## src/rtl/cmd_phy_engine_if.sv

```systemverilog
// Handshake/bus bundle between the CMD transaction layer (master) and cmd_phy_engine (slave).
interface cmd_phy_engine_if;
  logic         new_cmd;
  logic [37:0]  cmd_index_arg;
  logic [1:0]   resp_type;
  logic         REQ_in;
  logic         ACK_in;
  logic         ACK_out;
  logic         REQ_out;
  logic [127:0] cmd_response;
  logic         timeout_error;
  logic         crc_error;
  logic         physical_inactive;

  modport master (
    output new_cmd, cmd_index_arg, resp_type, REQ_in, ACK_in,
    input  ACK_out, REQ_out, cmd_response, timeout_error, crc_error, physical_inactive
  );

  modport slave (
    input  new_cmd, cmd_index_arg, resp_type, REQ_in, ACK_in,
    output ACK_out, REQ_out, cmd_response, timeout_error, crc_error, physical_inactive
  );
endinterface

```

## src/rtl/cmd_phy_engine.sv

```systemverilog
// SD CMD-line PHY: serialises 48-bit commands with CRC7, receives none/short/long responses.
// Optional receive CRC7 checker enabled by defining CMD_CRC_CHECK_EN.
module cmd_phy_engine #(
  parameter int TIMEOUT_CYCLES = 64,
  parameter int TO_CNT_W       = 8,
  parameter int SHORT_BITS     = 48,
  parameter int LONG_BITS      = 136
) (
  input  logic              CLK_SD_card,
  input  logic              reset,
  cmd_phy_engine_if.slave   bus,
  input  logic              cmd_from_sd,
  output logic              cmd_to_sd,
  output logic              cmd_to_sd_oe
);

  localparam int RX_CNT_W = $clog2(LONG_BITS + 1);

  typedef enum logic [5:0] {
    IDLE      = 6'b000001,
    SETUP     = 6'b000010,
    SEND      = 6'b000100,
    WAIT_RESP = 6'b001000,
    RECV      = 6'b010000,
    RETURN    = 6'b100000
  } state_t;

  state_t                state;
  logic [46:0]           tx_shift;
  logic [5:0]            tx_cnt;
  logic [TO_CNT_W-1:0]   to_cnt;
  logic [126:0]          rx_shift;
  logic [RX_CNT_W-1:0]   rx_cnt;
  logic [1:0]            rtype;

  logic [47:0]           tx_frame_c;
  logic [127:0]          rx_next;
  logic                  rx_last;
  logic [127:0]          resp_c;
  logic                  crc_bad_c;

  // Serial CRC7 (x^7+x^3+1, init 0); leading zero bits leave it unchanged,
  // so shorter messages are zero-extended into the 120-bit window.
  function automatic logic [6:0] crc7(input logic [119:0] d);
    logic [6:0] c;
    logic       fb;
    c = '0;
    for (int unsigned i = 0; i < 120; i++) begin
      fb = d[119-i] ^ c[6];
      c  = {c[5:0], 1'b0} ^ (fb ? 7'h09 : 7'h00);
    end
    return c;
  endfunction

  always_comb begin
    tx_frame_c = {2'b01, bus.cmd_index_arg,
                  crc7({80'b0, 2'b01, bus.cmd_index_arg}), 1'b1};
    rx_next    = {rx_shift, cmd_from_sd};
    rx_last    = (rtype == 2'b10) ? (rx_cnt == RX_CNT_W'(LONG_BITS - 1))
                                  : (rx_cnt == RX_CNT_W'(SHORT_BITS - 1));
    resp_c     = (rtype == 2'b10) ? rx_next : {90'b0, rx_next[45:8]};
  end

`ifdef CMD_CRC_CHECK_EN
  always_comb begin
    crc_bad_c = 1'b0;
    if (rtype == 2'b10)
      crc_bad_c = (crc7(rx_next[127:8]) != rx_next[7:1]);
    else if (rtype != 2'b11)
      crc_bad_c = (crc7({80'b0, rx_next[47:8]}) != rx_next[7:1]);
  end
`else
  always_comb crc_bad_c = 1'b0;
`endif

  always_ff @(posedge CLK_SD_card) begin
    if (reset) begin
      state                 <= IDLE;
      tx_shift              <= '0;
      tx_cnt                <= '0;
      to_cnt                <= '0;
      rx_shift              <= '0;
      rx_cnt                <= '0;
      rtype                 <= '0;
      cmd_to_sd             <= 1'b1;
      cmd_to_sd_oe          <= 1'b0;
      bus.ACK_out           <= 1'b0;
      bus.REQ_out           <= 1'b0;
      bus.cmd_response      <= '0;
      bus.timeout_error     <= 1'b0;
      bus.crc_error         <= 1'b0;
      bus.physical_inactive <= 1'b1;
    end else begin
      bus.ACK_out <= 1'b0;
      unique case (state)
        IDLE: begin
          if (bus.new_cmd) begin
            state                 <= SETUP;
            bus.physical_inactive <= 1'b0;
          end
        end
        SETUP: begin
          if (bus.REQ_in) begin
            tx_shift     <= tx_frame_c[46:0];
            rtype        <= bus.resp_type;
            cmd_to_sd    <= tx_frame_c[47];
            cmd_to_sd_oe <= 1'b1;
            tx_cnt       <= '0;
            bus.ACK_out  <= 1'b1;
            state        <= SEND;
          end
        end
        SEND: begin
          if (tx_cnt == 6'd47) begin
            cmd_to_sd    <= 1'b1;
            cmd_to_sd_oe <= 1'b0;
            to_cnt       <= '0;
            if (rtype == 2'b00) begin
              bus.REQ_out <= 1'b1;
              state       <= RETURN;
            end else begin
              state <= WAIT_RESP;
            end
          end else begin
            cmd_to_sd <= tx_shift[46];
            tx_shift  <= {tx_shift[45:0], 1'b1};
            tx_cnt    <= tx_cnt + 6'd1;
          end
        end
        WAIT_RESP: begin
          // Start bit is tested before the timeout so it wins on the final cycle.
          if (!cmd_from_sd) begin
            rx_shift <= '0;
            rx_cnt   <= RX_CNT_W'(1);
            state    <= RECV;
          end else if (to_cnt == TO_CNT_W'(TIMEOUT_CYCLES - 1)) begin
            bus.timeout_error <= 1'b1;
            bus.REQ_out       <= 1'b1;
            state             <= RETURN;
          end else begin
            to_cnt <= to_cnt + 1'b1;
          end
        end
        RECV: begin
          rx_shift <= rx_next[126:0];
          rx_cnt   <= rx_cnt + 1'b1;
          if (rx_last) begin
            bus.cmd_response <= resp_c;
            bus.crc_error    <= crc_bad_c;
            bus.REQ_out      <= 1'b1;
            state            <= RETURN;
          end
        end
        RETURN: begin
          if (bus.ACK_in) begin
            bus.REQ_out           <= 1'b0;
            bus.timeout_error     <= 1'b0;
            bus.crc_error         <= 1'b0;
            bus.cmd_response      <= '0;
            bus.physical_inactive <= 1'b1;
            state                 <= IDLE;
          end
        end
        default: state <= IDLE;
      endcase
    end
  end

endmodule

```

## src/flat_wrapper.sv

```systemverilog
// flat-port wrapper written by rule: the top's interface ports become plain ports
module cmd_phy_engine_flat 
#(
  parameter int TIMEOUT_CYCLES = 64,
  parameter int TO_CNT_W       = 8,
  parameter int SHORT_BITS     = 48,
  parameter int LONG_BITS      = 136
)
  (CLK_SD_card, reset, cmd_from_sd, cmd_to_sd, cmd_to_sd_oe, bus_new_cmd, bus_cmd_index_arg, bus_resp_type, bus_REQ_in, bus_ACK_in, bus_ACK_out, bus_REQ_out, bus_cmd_response, bus_timeout_error, bus_crc_error, bus_physical_inactive);
  cmd_phy_engine_if bus_i ();
  input  logic CLK_SD_card;
  input  logic reset;
  input  logic cmd_from_sd;
  output logic cmd_to_sd;
  output logic cmd_to_sd_oe;
  input wire logic [$bits(bus_i.new_cmd)-1:0] bus_new_cmd;
  input wire logic [$bits(bus_i.cmd_index_arg)-1:0] bus_cmd_index_arg;
  input wire logic [$bits(bus_i.resp_type)-1:0] bus_resp_type;
  input wire logic [$bits(bus_i.REQ_in)-1:0] bus_REQ_in;
  input wire logic [$bits(bus_i.ACK_in)-1:0] bus_ACK_in;
  output wire logic [$bits(bus_i.ACK_out)-1:0] bus_ACK_out;
  output wire logic [$bits(bus_i.REQ_out)-1:0] bus_REQ_out;
  output wire logic [$bits(bus_i.cmd_response)-1:0] bus_cmd_response;
  output wire logic [$bits(bus_i.timeout_error)-1:0] bus_timeout_error;
  output wire logic [$bits(bus_i.crc_error)-1:0] bus_crc_error;
  output wire logic [$bits(bus_i.physical_inactive)-1:0] bus_physical_inactive;
  assign bus_i.new_cmd = bus_new_cmd;
  assign bus_i.cmd_index_arg = bus_cmd_index_arg;
  assign bus_i.resp_type = bus_resp_type;
  assign bus_i.REQ_in = bus_REQ_in;
  assign bus_i.ACK_in = bus_ACK_in;
  assign bus_ACK_out = bus_i.ACK_out;
  assign bus_REQ_out = bus_i.REQ_out;
  assign bus_cmd_response = bus_i.cmd_response;
  assign bus_timeout_error = bus_i.timeout_error;
  assign bus_crc_error = bus_i.crc_error;
  assign bus_physical_inactive = bus_i.physical_inactive;
  cmd_phy_engine #(.TIMEOUT_CYCLES(TIMEOUT_CYCLES), .TO_CNT_W(TO_CNT_W), .SHORT_BITS(SHORT_BITS), .LONG_BITS(LONG_BITS)) u_core (.CLK_SD_card(CLK_SD_card), .reset(reset), .bus(bus_i), .cmd_from_sd(cmd_from_sd), .cmd_to_sd(cmd_to_sd), .cmd_to_sd_oe(cmd_to_sd_oe));
endmodule
```

## config.mk

```make
export PLATFORM = sky130hd
export DESIGN_NAME = cmd_phy_engine_flat
export DESIGN_NICKNAME = d
export VERILOG_FILES = /design/src/rtl/cmd_phy_engine_if.sv /design/src/rtl/cmd_phy_engine.sv /design/src/flat_wrapper.sv
export SDC_FILE = /design/constraint.sdc
export NUM_CORES = 1
export LEC_CHECK = 0
export ABC_AREA = 1
export CAP_MARGIN = 30
export CORE_MARGIN = 5
export CORE_UTILIZATION = 60
export DETAILED_ROUTE_END_ITERATION = 6
export GPL_TIMING_DRIVEN = 0
export PLACE_DENSITY = 0.86
export SYNTH_ARGS = -nofsm -noshare
export SYNTH_HDL_FRONTEND = slang
export SYNTH_SLANG_ARGS = --single-unit
```

## constraint.sdc

```tcl
create_clock -name CLK_SD_card -period 3.95 [get_ports CLK_SD_card]
set_input_delay 0.9875 -clock CLK_SD_card [delete_from_list [all_inputs] [get_ports CLK_SD_card]]
set_output_delay 0.9875 -clock CLK_SD_card [all_outputs]
set_load 0.005 [all_outputs]
```

---- Word level (Yosys, flattened, before mapping) ----
Index checks and enable logic that the tools add are counted.
W data, S select, Z words.
operators by class
  add/subtract/negate cells ............... 3
  equal/unequal tests ..................... 23
  mux-type cells .......................... 86
  bitwise logic cells ..................... 76
  reduce and logical (&&, ||, !) cells .... 20
operators by type and width
  kind                   number
  $mux W128              3
  $xor A7 B7 Y7          37
  $pmux W128 S2          1
  $pmux W127 S2          1
  $mux W4                38
  $mux W127              1
  $mux W47               2
  $pmux W47 S2           1
  $mux W6                10
  $pmux W6 S6            1
  $xor A1 B1 Y1          36
  $mux W8                4
  $pmux W8 S2            2
  $add A8 B1 Y8 const B  2
  $eq A8 B6 Y1 const B   2
  $mux W1                15
  $ne A2 B2 Y1 const B   7
  $eq A6 B6 Y1 const B   2
  $pmux W6 S2            1
  $reduce_and A3 Y1      4
  $reduce_bool A2 Y1     6
  $pmux W1 S2            5
  $eq A8 B8 Y1 const B   1
  $ne A2 B1 Y1 const B   4
  19 further kinds       22
storage, ports and cells
  flip-flop bits (word level) ............. 339
  output and inout port bits .............. 135
  word-level logic and storage cells ...... 223

---- Longest topological paths before layout ----
  depth after elaboration ................. 113
  depth in mapped cells ................... 27
  mapped depth without buffers ............ 26

---- Least setup slack after synthesis ----
No wires, ideal clock.
  kind .................................... input port to flip-flop
  start point ............................. input port bus_cmd_index_arg[36]
  end point ............................... register u_core.tx_shift[5]
  arrival time ............................ 2,737 ps
  path slack .............................. 1,081 ps
  stages on the path ...................... 24
  buffers on the path ..................... 1
  cells stage by stage .................... buf_6 > inv_2 > nand2_2 > nand2_2 > nand3_2 > nand2_2 > nand2_2 > nand2_4 > xnor2_1 > nand2_1 > nand2_1 > nand2_2 > nand2_4 > nand2_1 > nand2_1 > inv_1 > nand2_1 > nand2_2 > inv_2 > nand2_1 > nand3_1 > nand3_1 > nand2_1 > a21oi_2
on the way
  longest elaborated chain between the ends .. 57
ends and longest elaborated chain
  element                                         line                                        text
  start: declaration                              flat_wrapper.sv:17                          input wire logic [$bits(bus_i.cmd_index_arg)-1:0] bus_cmd_index_arg;
  $xor A1 B1 Y1 *                                 cmd_phy_engine.sv:49                        fb = d[119-i] ^ c[6];
  $mux W4 *                                       cmd_phy_engine.sv:50                        c = {c[5:0], 1'b0} ^ (fb ? 7'h09 : 7'h00);
  $xor A7 B7 Y7 * (4 in a row)                    cmd_phy_engine.sv:50
  $xor A1 B1 Y1 or $xor A7 B7 Y7 (tied branches)  cmd_phy_engine.sv:49, cmd_phy_engine.sv:50
  $mux W4 or $xor A7 B7 Y7 (tied branches)        cmd_phy_engine.sv:50
  $xor A7 B7 Y7 * (4 in a row)                    cmd_phy_engine.sv:50
  $xor A1 B1 Y1 or $xor A7 B7 Y7 (tied branches)  cmd_phy_engine.sv:49, cmd_phy_engine.sv:50
  $mux W4 or $xor A7 B7 Y7 (tied branches)        cmd_phy_engine.sv:50
  (+28 left out)                                  -
  $xor A1 B1 Y1 or $xor A7 B7 Y7 (tied branches)  cmd_phy_engine.sv:49, cmd_phy_engine.sv:50
  $mux W4 or $xor A7 B7 Y7 (tied branches)        cmd_phy_engine.sv:50
  $xor A7 B7 Y7 * (4 in a row)                    cmd_phy_engine.sv:50
  $xor A1 B1 Y1 or $xor A7 B7 Y7 (tied branches)  cmd_phy_engine.sv:49, cmd_phy_engine.sv:50
  $mux W4 or $xor A7 B7 Y7 (tied branches)        cmd_phy_engine.sv:50
  $xor A7 B7 Y7 * (5 in a row)                    cmd_phy_engine.sv:50
  $mux W47 *                                      cmd_phy_engine.sv:103                       if (bus.REQ_in) begin
  $pmux W47 S2 *                                  cmd_phy_engine.sv:95                        unique case (state)
  end signal: assignment                          cmd_phy_engine.sv:104                       tx_shift <= tx_frame_c[46:0];
  end signal: assignment                          cmd_phy_engine.sv:126                       tx_shift <= {tx_shift[45:0], 1'b1};
  end: declaration                                cmd_phy_engine.sv:29                        logic [46:0] tx_shift;
Mark *: on every way between the ends. The rest lies on a longest branch, timed or not. The select of a mux whose other input is x is not followed.
A chain may end at the register's enable or synchronous reset.

---- Worst setup path in the final report ----
  start point ............................. input port bus_cmd_index_arg[33]
  end point ............................... register u_core.tx_shift[5]
on the way
  longest elaborated chain between the ends .. 54
ends and longest elaborated chain
  element                       line
  $xor A1 B1 Y1 *               cmd_phy_engine.sv:49
  $mux W4 *                     cmd_phy_engine.sv:50
  $xor A7 B7 Y7 * (4 in a row)  cmd_phy_engine.sv:50
  $xor A1 B1 Y1                 cmd_phy_engine.sv:49
  $mux W4                       cmd_phy_engine.sv:50
  $xor A7 B7 Y7 * (4 in a row)  cmd_phy_engine.sv:50
  $xor A1 B1 Y1                 cmd_phy_engine.sv:49
  $mux W4                       cmd_phy_engine.sv:50
  (+28 left out)                -
  $xor A1 B1 Y1                 cmd_phy_engine.sv:49
  $mux W4                       cmd_phy_engine.sv:50
  $xor A7 B7 Y7 * (4 in a row)  cmd_phy_engine.sv:50
  $xor A1 B1 Y1                 cmd_phy_engine.sv:49
  $mux W4                       cmd_phy_engine.sv:50
  $xor A7 B7 Y7 * (2 in a row)  cmd_phy_engine.sv:50
  $mux W47 *                    cmd_phy_engine.sv:103
  $pmux W47 S2 *                cmd_phy_engine.sv:95
Marked as above.

==> summary.md <==
| Metric | Value |
|---|---|
| WP data arrival | `3620 ps` |
| Synthesized area per cell | `7.25 um^2` |
| Dpl cell area | `between 15000 and 20000 um^2` |
| Io pins | `approximately 180` |
| Gr busiest metal | `met2` |
| Endpoint type of the worst setup path | `flip-flop` |
| Worst r2r path cells | `11` |
| Met1 usage in global routing | `0.367` |
| Cts hold-fix bufs | `0` |
| Clk_lat worst skew | `510 ps` |
| Clk buf depth | `3` |
| Post-synthesis net count | `2034` |
| PortBufs | `176` |
| Synthesis warning total | `0` |
| Startpoint class of the critical path | `input pin` |
| DP HPWL | `27300 um` |
| Fin crit period | `3250 ps` |
| Worst IR drop on VDD | `0.272 mV` |
| Post-CTS Setup Repair Bufs | `0` |
| Filler instances | `1801` |
| Worst Path Required | `4310 ps` |
| Skew final | `roughly 10 ps` |
| Starting Density | `0.611` |
| Met2 Resource Use GR | `0.456` |
| CTS root buffer | `clkbuf_16` |
| Grt met3 use | `0.0474` |
| Worst hold path type | `flip-flop to flip-flop` |
| CORE AREA | `roughly 24000 um^2` |
| # DRC | `0` |
| P&R area growth vs syn | `22.7%` |
| Seq/Total Area, Yosys | `0.470` |
| MaxCap Viol Count | `0` |
| Leak | `~0.0069 uW` |
| Fraction of layout cells with a size suffix above 1 | `0.0851` |
| Die area | `27200 um^2` |
| Final setup fails | `0` |
| H-tree levels | `2` |
| Slew @ Worst Pin | `805 ps` |
| Final Hold Vio Count | `0` |
| Synthesized area | `14400 um^2` |
| Via/cell ratio | `5.57` |
| ANT nets after route | `0` |
| Crit Reg-Reg Endpoint | `u_core.bus.cmd_response[60]` |
| Status | `completed` |
| Die width | `165 um` |
| Unrepaired setup endpoints after global routing | `false` |
| Flop2flop setup slack | `960 ps` |
| Synthesis-stage register bit count | `338` |
| Clk slew on worst S/H paths | `60 ps` |
| CTS tree | `built` |
| GRT Residual Overflow | `0` |
| FP Rows | `56` |
| Vias in the first global route | `13500` |
| Antenna violations before repair | `0` |
| Critical setup path kind | `input pin to flip-flop` |
| Num CTS Buffers | `34` |
| Setup tns final | `0 ps` |
| Total Routed Length | `38000 um` |
| Die Height | `165 um` |
| Crit path to | `u_core.tx_shift[5]` |
| Largest net degree at the start of global routing | `15` |
| Crit Path Max Fanout | `6` |
| F_max | `0.307 GHz` |
| Reg2reg start | `u_core.state[0]` |
| Worst setup path startpoint | `bus_cmd_index_arg[33]` |
| Initial drt markers | `1259` |
| Layout Nets | `2248` |
| Final worst-path cycle share | `0.824` |
| Total GRT Usage | `0.276` |
| First-pass GRT wire length | `62800 um` |
| Placer's final routability congestion estimate | `~0.92` |
| Synth cell types | `42` |
| PD cells | `431 nW/um^2` |
| Pre-antenna DRT Iters | `6` |
| N_diodes | `0` |
| Final Max Tran Viols | `0` |
| Post_cts resized | `0` |
| Clock Sink Count | `between 300 and 400` |
| Cell count after synthesis | `1985` |
| Relative slew margins | `0.463` |
| DR WL/cell | `15.0 um` |
| Final instance area | `17700 um^2` |
| Via count | `14100` |
## critical path, stage by stage
cell             delay, ps
clkdlybuf4s50_1        660
inv_2                   90
nand2_2                 80
nand2_2                 60
nand2_2                 90
nand2_2                 90
nand2_1                 60
nand2_1                 80
inv_2                   60
nand2_1                 50
nand2_1                110
nand2_1                 60
nand2_1                120
nand3_2                130
nand2_4                120
nand2_1                 60
nand2_1                 80
inv_1                   50
nand2_1                 70
nand2_2                 90
inv_2                   80
nand2_1                 70
nand3_1                 80
nand3_1                 70
nand2_1                 80
a21oi_2                 50
## layout make-up
type	count	area [um^2]	share of cell area
Sequential cell	338	6770	0.383
Multi-Input combinational cell	1419	6730	0.381
Timing Repair Buffer	178	1780	0.101
Clock buffer	51	1030	0.0581
Buffer	132	528	0.0299
Tap cell	319	399	0.0226
Inverter	96	360	0.0204
Clock inverter	6	62.6	0.00354
## cell usage in the layout, fill, tap and decap left out, types with 4 or more instances in the layout
| master | Yosys | routed |
|---|---|---|
| nand2_1 | 558 | 558 |
| dfxtp_1 | 338 | 338 |
| a21oi_1 | 278 | 278 |
| clkdlybuf4s50_1 | 0 | 176 |
| nor2_1 | 144 | 144 |
| o21ai_0 | 122 | 122 |
| clkbuf_1 | 109 | 116 |
| inv_1 | 80 | 80 |
| nand3_1 | 54 | 54 |
| o211ai_1 | 41 | 41 |
| a31oi_1 | 40 | 40 |
| nand2_2 | 39 | 39 |
| or2_2 | 38 | 38 |
| clkbuf_16 | 0 | 35 |
| o21ai_1 | 21 | 21 |
| nor3_1 | 20 | 20 |
| buf_2 | 17 | 17 |
| inv_2 | 16 | 16 |
| nand3_2 | 12 | 12 |
| clkbuf_8 | 0 | 9 |
| nand3b_1 | 7 | 7 |
| nand2_4 | 4 | 4 |
| a211oi_1 | 4 | 4 |
| buf_1 | 4 | 4 |
| nor3b_1 | 4 | 4 |
## metal layers
layer,part of all wire,wire length [um],up-vias
met3,0.071,2700,91
met2,0.47,17900,520
li1,-,-,6964
met5,0,0,-
met4,0.028,1050,0
met1,0.43,16400,6565
## stage by stage
stage / util / worst slack [ps] / total power (uW) / hold slack [ps] / std cells
after floorplan: - / 1080 / 4270 / 441 / 1985
after global placement: 0.703 / 334 / 4480 / 453 / 2480
after detailed placement: 0.704 / 199 / 4520 / 459 / 2482
after CTS: 0.750 / 727 / 7610 / 468 / 2539
after global routing: 0.750 / 314 / 7900 / 486 / 2539
final: 0.750 / 697 / 7610 / 466 / 2539
## cells in the mapped netlist, drive strengths merged
cell type | n | area, um^2
o211ai | 41 | 308
nor4 | 4 | 40.0
nand3b | 7 | 52.6
buf | 23 | 119
a211oi | 4 | 30.0
nor3b | 4 | 30.0
inv | 96 | 360
nor3 | 20 | 100
a221oi | 1 | 8.76
dfxtp | 338 | 6770
a22oi | 1 | 7.51
o21ai | 143 | 716
and3 | 2 | 12.5
a21oi | 280 | 1410
a31oi | 40 | 250
xor2 | 2 | 25.0
o21a | 1 | 7.51
a311oi | 1 | 8.76
nor2 | 147 | 559
conb | 1 | 3.75
nand2 | 601 | 2380
o31ai | 2 | 15.0
nand3 | 66 | 390
o2111ai | 2 | 17.5
ha | 3 | 37.5
xnor2 | 5 | 58.8
nand4 | 3 | 18.8
clkbuf | 109 | 409
or2 | 38 | 238
## state kept, by name, summed over array words and instances, names as in the netlist
| name | flops |
|---|---|
| u_core.bus.REQ_out | 1 |
| u_core.bus.physical_inactive | 1 |
| u_core.cmd_to_sd | 1 |
| u_core.cmd_to_sd_oe | 1 |
| u_core.rx_cnt | 8 |
| u_core.bus.timeout_error | 1 |
| u_core.rx_shift | 127 |
| u_core.bus.ACK_out | 1 |
| u_core.tx_shift | 47 |
| u_core.to_cnt | 8 |
| u_core.bus.cmd_response | 128 |
| u_core.rtype | 2 |
| u_core.tx_cnt | 6 |
| u_core.state | 6 |
## cells by family (layout without fill, tap and decap cells)
| family | Yosys count | after routing | share of synthesized area |
|---|---|---|---|
| AOI/OAI and AO/OA | 516 | 516 | 0.193 |
| xor gates and xnor gates | 7 | 7 | 0.00583 |
| adders and majority gates | 3 | 3 | 0.00261 |
| buffers and inverters | 228 | 463 | 0.0618 |
| DFF | 338 | 338 | 0.470 |
| other | 1 | 1 | 0.000261 |
| and+or+nand+nor | 892 | 892 | 0.266 |
## where the power goes
part	internal [uW]	total [uW]	switching [uW]
Combinational	344	971	627
Clock	1860	3150	1300
Sequential	3460	3480	28.7
## worst min path at each step
| stage | start | to | slack, ps | cells after the start |
|---|---|---|---|---|
| floorplan | u_core.rx_shift[126] | u_core.rx_shift[126] | 440 | 2 |
| global placement | u_core.tx_shift[1] | u_core.tx_shift[1] | 450 | 2 |
| detailed placement | u_core.bus.cmd_response[126] | u_core.bus.cmd_response[126] | 460 | 2 |
| CTS | u_core.bus.cmd_response[126] | u_core.bus.cmd_response[126] | 470 | 2 |
| global route | u_core.bus.cmd_response[126] | u_core.bus.cmd_response[126] | 490 | 2 |
| finish | u_core.bus.cmd_response[126] | u_core.bus.cmd_response[126] | 470 | 2 |
Power figures use the tool's default switching activity.
